==> src/rtl/fetch_pf.sv <==
// fetch_pf: single-outstanding instruction fetch sequencer.
// Sequence: IDLE -> FETCH -> WAIT -> DELIVER -> EXEC.
// - Issues a one-cycle read strobe at the current PC.
// - Waits MEM_LAT cycles and latches the returned word.
// - Holds the word until the consumer takes it.
// - On the retire strobe, updates the PC from the retired instruction's
//   control-flow fields.
// Optional feature macro: FETCH_PERF_EN adds saturating instruction and
// taken-branch counters (instr_cnt, br_taken_cnt).
module fetch_pf #(
  parameter int ADDR_W   = 16,
  parameter int MEM_LAT  = 1,
  parameter int RESET_PC = 0
) (
  input  logic              clk,
  input  logic              rst_n,
  input  logic              fetch_start,
  input  logic [3:0]        opCode_in,
  input  logic [10:0]       offset_in,
  input  logic [ADDR_W-1:0] reg_in,
  input  logic [2:0]        br_nzp,
  input  logic [2:0]        result_nzp,
  input  logic              redirect_valid,
  input  logic [ADDR_W-1:0] mem_rdata,
  input  logic              instr_ready,
  output logic [ADDR_W-1:0] addr_out,
  output logic              wea_out,
  output logic              rd_en,
  output logic [ADDR_W-1:0] instr_out,
  output logic              instr_valid,
  output logic [ADDR_W-1:0] pc,
`ifdef FETCH_PERF_EN
  output logic [15:0]       instr_cnt,
  output logic [15:0]       br_taken_cnt,
`endif
  output logic              busy
);

  typedef enum logic [2:0] {
    S_IDLE    = 3'd0,
    S_FETCH   = 3'd1,
    S_WAIT    = 3'd2,
    S_DELIVER = 3'd3,
    S_EXEC    = 3'd4
  } state_t;

  localparam logic [2:0]        LAT_LOAD = 3'(MEM_LAT - 1);
  localparam logic [ADDR_W-1:0] PC_RST   = ADDR_W'(RESET_PC);
  localparam logic [ADDR_W-1:0] PC_ONE   = {{(ADDR_W-1){1'b0}}, 1'b1};

  state_t            r_state;
  logic [ADDR_W-1:0] r_pc;
  logic [ADDR_W-1:0] r_addr;
  logic [ADDR_W-1:0] r_instr;
  logic              r_rd_en;
  logic              r_valid;
  logic              r_busy;
  logic [2:0]        r_lat_cnt;

  logic [ADDR_W-1:0] w_pc_inc;
  logic [ADDR_W-1:0] w_br_off;
  logic [ADDR_W-1:0] w_jsr_off;
  logic [ADDR_W-1:0] w_next_pc;
  logic              w_br_taken;

  // Next-PC selection from the retiring instruction's opcode and fields.
  always_comb begin
    w_pc_inc   = r_pc + PC_ONE;
    w_br_off   = {{(ADDR_W-9){offset_in[8]}}, offset_in[8:0]};
    w_jsr_off  = {{(ADDR_W-11){offset_in[10]}}, offset_in[10:0]};
    w_next_pc  = w_pc_inc;
    w_br_taken = 1'b0;
    case (opCode_in)
      4'b0000: begin
        if ((br_nzp & result_nzp) != 3'b000) begin
          w_next_pc  = w_pc_inc + w_br_off;
          w_br_taken = 1'b1;
        end else begin
          w_next_pc  = w_pc_inc;
          w_br_taken = 1'b0;
        end
      end
      4'b1100: w_next_pc = reg_in;
      4'b0100: begin
        // JSR vs JSRR is chosen by the mode bit of the fetched word itself.
        if (r_instr[11]) begin
          w_next_pc = w_pc_inc + w_jsr_off;
        end else begin
          w_next_pc = reg_in;
        end
      end
      default: w_next_pc = w_pc_inc;
    endcase
  end

  // Fetch sequencer; every output is a register updated on the transition.
  always_ff @(posedge clk or negedge rst_n) begin
    if (!rst_n) begin
      r_state   <= S_IDLE;
      r_pc      <= PC_RST;
      r_addr    <= {ADDR_W{1'b0}};
      r_instr   <= {ADDR_W{1'b0}};
      r_rd_en   <= 1'b0;
      r_valid   <= 1'b0;
      r_busy    <= 1'b0;
      r_lat_cnt <= 3'd0;
    end else begin
      case (r_state)
        S_IDLE: begin
          r_valid <= 1'b0;
          if (fetch_start) begin
            r_state <= S_FETCH;
            r_rd_en <= 1'b1;
            r_addr  <= r_pc;
            r_busy  <= 1'b1;
          end else begin
            r_rd_en <= 1'b0;
            r_addr  <= {ADDR_W{1'b0}};
            r_busy  <= 1'b0;
          end
        end
        S_FETCH: begin
          // Strobe lasts exactly one cycle; address stays on the bus.
          r_rd_en   <= 1'b0;
          r_lat_cnt <= LAT_LOAD;
          r_state   <= S_WAIT;
        end
        S_WAIT: begin
          if (r_lat_cnt == 3'd0) begin
            r_instr <= mem_rdata;
            r_valid <= 1'b1;
            r_state <= S_DELIVER;
          end else begin
            r_lat_cnt <= r_lat_cnt - 3'd1;
          end
        end
        S_DELIVER: begin
          if (r_valid && instr_ready) begin
            r_valid <= 1'b0;
            r_state <= S_EXEC;
          end
        end
        S_EXEC: begin
          r_valid <= 1'b0;
          if (redirect_valid) begin
            r_pc <= w_next_pc;
            if (fetch_start) begin
              r_state <= S_FETCH;
              r_rd_en <= 1'b1;
              r_addr  <= w_next_pc;
            end else begin
              r_state <= S_IDLE;
              r_addr  <= {ADDR_W{1'b0}};
              r_busy  <= 1'b0;
            end
          end
        end
        default: begin
          r_state   <= S_IDLE;
          r_addr    <= {ADDR_W{1'b0}};
          r_rd_en   <= 1'b0;
          r_valid   <= 1'b0;
          r_busy    <= 1'b0;
          r_lat_cnt <= 3'd0;
        end
      endcase
    end
  end

`ifdef FETCH_PERF_EN
  logic [15:0] r_instr_cnt;
  logic [15:0] r_br_taken_cnt;

  // Saturating counters of delivered instructions and taken branches.
  always_ff @(posedge clk or negedge rst_n) begin
    if (!rst_n) begin
      r_instr_cnt    <= 16'h0000;
      r_br_taken_cnt <= 16'h0000;
    end else begin
      if ((r_state == S_DELIVER) && r_valid && instr_ready &&
          (r_instr_cnt != 16'hFFFF)) begin
        r_instr_cnt <= r_instr_cnt + 16'h0001;
      end
      if ((r_state == S_EXEC) && redirect_valid && w_br_taken &&
          (r_br_taken_cnt != 16'hFFFF)) begin
        r_br_taken_cnt <= r_br_taken_cnt + 16'h0001;
      end
    end
  end

  assign instr_cnt    = r_instr_cnt;
  assign br_taken_cnt = r_br_taken_cnt;
`endif

  assign addr_out    = r_addr;
  assign wea_out     = 1'b0;
  assign rd_en       = r_rd_en;
  assign instr_out   = r_instr;
  assign instr_valid = r_valid;
  assign pc          = r_pc;
  assign busy        = r_busy;

endmodule

==> config.mk <==
export PLATFORM = sky130hd
export DESIGN_NAME = fetch_pf
export DESIGN_NICKNAME = d
export VERILOG_FILES = /design/src/rtl/fetch_pf.sv
export SDC_FILE = /design/constraint.sdc
export NUM_CORES = 1
export LEC_CHECK = 0
export ABC_AREA = 1
export BUFFER_PORTS_ARGS = -buffer_cell sky130_fd_sc_hd__buf_4
export CORE_MARGIN = 5
export CORE_UTILIZATION = 34
export DETAILED_ROUTE_END_ITERATION = 6
export PLACE_DENSITY = 0.54
export SYNTH_ARGS = -nofsm -noshare
export SYNTH_HDL_FRONTEND = slang
export SYNTH_SLANG_ARGS = --single-unit
==> constraint.sdc <==
create_clock -name clk -period 5.3 [get_ports clk]
set_input_delay 0.265 -clock clk [delete_from_list [all_inputs] [get_ports clk]]
set_output_delay 0.265 -clock clk [all_outputs]
set_load 0.02 [all_outputs]
==> results.rst <==
.. list-table::
   :header-rows: 1

   * - Metric
     - Value
   * - Run status
     - complete, no violations
   * - Distinct cell type count of the synthesized netlist
     - 41
   * - Number of max-slew violations in the final report
     - 0
   * - Final instance area
     - 5970 sq um
   * - Min setup slack post-route
     - 1920 ps
   * - Overflow left after global routing
     - 0
   * - Proportion of netlist area held by the largest area contributor
     - 30.2%
   * - Sum of negative setup slack
     - 0 ps
   * - CTS resizes
     - 0
   * - Synth top area cells
     - dfrtp_1 (30%), nand2_1 (22%), inv_1 (7.1%), ha_1 (6.6%), nand3_1 (5.3%)
   * - Placed cell count
     - 999
   * - R2R setup slack
     - 1920 ps
   * - GR Layer Usage met1
     - 26.8%
   * - Clock transition at the registers of the reported paths
     - 50 ps
   * - Source-to-sink clock delay at the later pin of the worst-skew pair
     - 320 ps
   * - Type of destination of the critical path
     - flop
   * - Number of optimization iterations in the first detailed-route pass
     - 5
   * - Row cnt
     - 43
   * - Clock skew
     - 6.35 ps
   * - Share of cells above drive strength 1
     - 20.8%
   * - Die area
     - 16400 sq um
   * - Combined global-route utilization of all metal layers
     - 19.4%
   * - Total Wirelength
     - 15800 microns
   * - Largest net degree at the start of global routing
     - 58
   * - GRT Max-Usage Layer
     - met2
   * - Vias in the first global route
     - 5061
   * - Class of the most critical hold timing path
     - primary input to asynchronous set/reset pin
   * - Worst-case headroom to the max-slew limit
     - 45.0%
   * - Sinks on Clock Net
     - 57
   * - Synth Cell Area
     - 4730 sq um
   * - Number of enable-type register cells in the synthesized netlist
     - 0
   * - Worst-path fanout max
     - 6
   * - TritonCTS clock tree
     - built
   * - Vertical die dimension
     - 128 microns
   * - Most common flop cell mapped by yosys
     - dfrtp_1
   * - Maximum resistive drop on vdd
     - 296 uV
   * - Hold violation total from the final report
     - 0
   * - Data arrival time of the critical path
     - 3580 ps
   * - Starting density of the core
     - 34.3%
   * - Final estimated routing congestion in global placement
     - 1.01
   * - Clk root buf
     - clkbuf_16
   * - Actual transition at the worst max-transition pin
     - 824 ps
   * - Number of warning messages in the yosys log
     - 0
   * - Synthesis-to-layout area growth
     - 26.2%
   * - Antenna diode count
     - 0
   * - Starting DRT DRC Count
     - 325
   * - TritonCTS Buffers
     - 9
   * - CP max stage cell
     - dfrtp_1
   * - Post-detailed-route DRC marker count
     - 0
   * - Number of nets still failing antenna checks after routing
     - 0
   * - Most area-hungry cell type in the Yosys netlist
     - dfrtp_1
   * - GRT met2 Usage
     - 31.0%
   * - Nets
     - 914
   * - Post-Synthesis Net Count
     - 806
   * - Most used cell along the critical path
     - nand2_1
   * - Via count of the routed design
     - 4963
   * - Number of setup violations in the final report
     - 0
   * - Share of the cycle needed by the critical path after routing
     - 63.8%
   * - Share of the yosys chip area belonging to registers
     - 30.2%
   * - Unrepaired setup endpoints after global routing
     - false
   * - Max Cap Violations
     - 0
   * - Reported leakage power
     - 3.26 nW
   * - FF+latch count, synth
     - 57
   * - Fraction of the core area covered by cells at the end of the flow
     - 43.3%
   * - Non-filler instance count after layout
     - 1013
   * - Number of buffers inserted by post-CTS setup repair
     - 0
   * - Classification of the worst setup path
     - flop to flop
   * - Buffer depth of the longest clock path
     - 2
   * - Core Box Area
     - 13800 sq um
   * - Number of H-tree levels
     - 3
   * - Cell-by-cell trace of the critical path
     - ha_1, nand2_1, nor2_4, nand2_2, nor2_2, xor2_1, inv_1, ha_1, nand2_1, nor2_1, nand2_1, nand2_2, nand2_1, nand2_1, nand2_1, nand3_1, nand4_1, mux2_2
   * - Number of ports placed on the die boundary
     - 110
   * - Area post-placement
     - 5700 sq um
   * - Total power divided by cell area
     - 601 nW/um^2
   * - Nature of the critical path startpoint
     - flop
   * - CTS hold repair buffers
     - 0
   * - Antenna violations before repair
     - 0
   * - Slowest cell delay on critical path
     - 460 ps
   * - Number of input and output port buffers inserted
     - 108
   * - Max Clock Freq
     - 296 MHz
   * - DP Wirelength
     - 12900 microns
   * - Worst slack at placement
     - 2000 ps
   * - M3 GR Usage
     - 4.54%
   * - Width of the chip
     - 128 microns
   * - Average instance area after synthesis
     - 6.55 sq um
   * - Crit path required time
     - 5500 ps
   * - Fraction of registers with async set or reset after synthesis
     - 100%
   * - Ratio of routed vias to standard cells
     - 4.90
   * - Clock period minus final worst setup slack
     - 3380 ps
   * - Post-Syn Instances
     - 722
   * - Post-DR wirelength/cell
     - 15.6 microns
   * - Global-route wire length before repair
     - 25500 microns
-- final timing paths --
check | to | start | depth (start not counted)
max | pc[9] | pc[0] | 18
max in group asynchronous | pc[7] | rst_n | 1
min in group clk | instr_out[10] | mem_rdata[10] | 3
max reg2reg | pc[9] | pc[0] | 18
min | r_lat_cnt[0] | rst_n | 1
min reg2reg | addr_out[5] | addr_out[5] | 2
-- registers in the layout (all words and copies together), names as in the netlist --
name and flops:
instr_out 16, instr_valid 1, r_state 3, busy 1
addr_out 16, r_lat_cnt 3, rd_en 1, pc 16
-- Yosys cell counts (5+ instances only) --
| cell type | count |
|---|---|
| a21oi_1 | 24 |
| a22oi_1 | 8 |
| buf_2 | 5 |
| dfrtp_1 | 57 |
| ha_1 | 25 |
| inv_1 | 90 |
| inv_2 | 9 |
| mux2_2 | 5 |
| nand2_1 | 280 |
| nand2_2 | 8 |
| nand3_1 | 50 |
| nand3_2 | 7 |
| nand3b_1 | 5 |
| nand4_1 | 8 |
| nor2_1 | 35 |
| nor2_2 | 10 |
| nor3_1 | 7 |
| o211ai_1 | 5 |
| o21ai_0 | 32 |
| o21ai_1 | 7 |
| xor2_1 | 15 |
-- per-stage QoR --
step	hold slack, ps	power, W
after detailed placement	386	0.00307
final	8.94	0.00359
after global placement	383	0.00305
after floorplan	-30.6	0.00230
after CTS	42.6	0.00361
after global routing	77.5	0.00392
-- report_power, final --
part	switching [W]	leakage [nW]	internal (W)
Combinational	0.00145	2.40	0.000778
Clock	0.000189	0.133	0.000334
Sequential	0.000196	0.727	0.000639
Total	0.00184	3.26	0.00175
-- kinds of logic (layout without fill, tap and decap cells) --
kind of cell,count (synthesis),after routing,synth area share [%]
buf+inv,110,221,9.26
compound gates,85,85,10.3
flops,57,57,30.2
simple gates,423,423,39.2
other cells,1,1,0.0793
fa+ha+maj,26,26,7.04
mux,5,5,1.19
xor+xnor,15,15,2.78
-- area by class of cell --
type | instances | area, sq um
clock buffer | 11 | 253
clock inverter | 3 | 17.5
fill | 1497 | 7800
inverter | 99 | 372
multi-input combinational | 555 | 2870
sequential | 57 | 1430
tap | 180 | 225
timing repair buffer | 108 | 811
-- layout by cell type, fill, tap and decap left out, types with 3 or more instances in the layout --
master     netlist  layout
xor2_1          15      15
nor3_1           7       7
inv_1           90      90
nor2_2          10      10
dfrtp_1         57      57
nand4_1          8       8
clkbuf_16        0       9
nor2_1          35      35
o21ai_0         32      32
a21oi_1         24      24
nand3b_1         5       5
o211ai_1         5       5
nand2_1        280     280
buf_4            1     108
nand3_1         50      50
nand3_2          7       7
inv_2            9       9
nand2_2          8       8
ha_1            25      25
nor2_4           3       3
a22oi_1          8       8
mux2_2           5       5
o21ai_1          7       7
-- critical path, delay by kind of cell (launching register included) --
kind,cells,cell delay (ps)
adders and majority gates,2,570
and+or+nand+nor,13,1660
muxes,1,310
DFF,1,460
xor gates and xnor gates,1,170
buffers and inverters,1,90
-- metal layers --
metal | share of wire, % | wire, microns
met1 | 47 | 7430
met2 | 45 | 7070
met5 | 0 | 0
met3 | 6.5 | 1020
met4 | 1.5 | 242
Note: power is estimated with default switching activity, not from simulation.
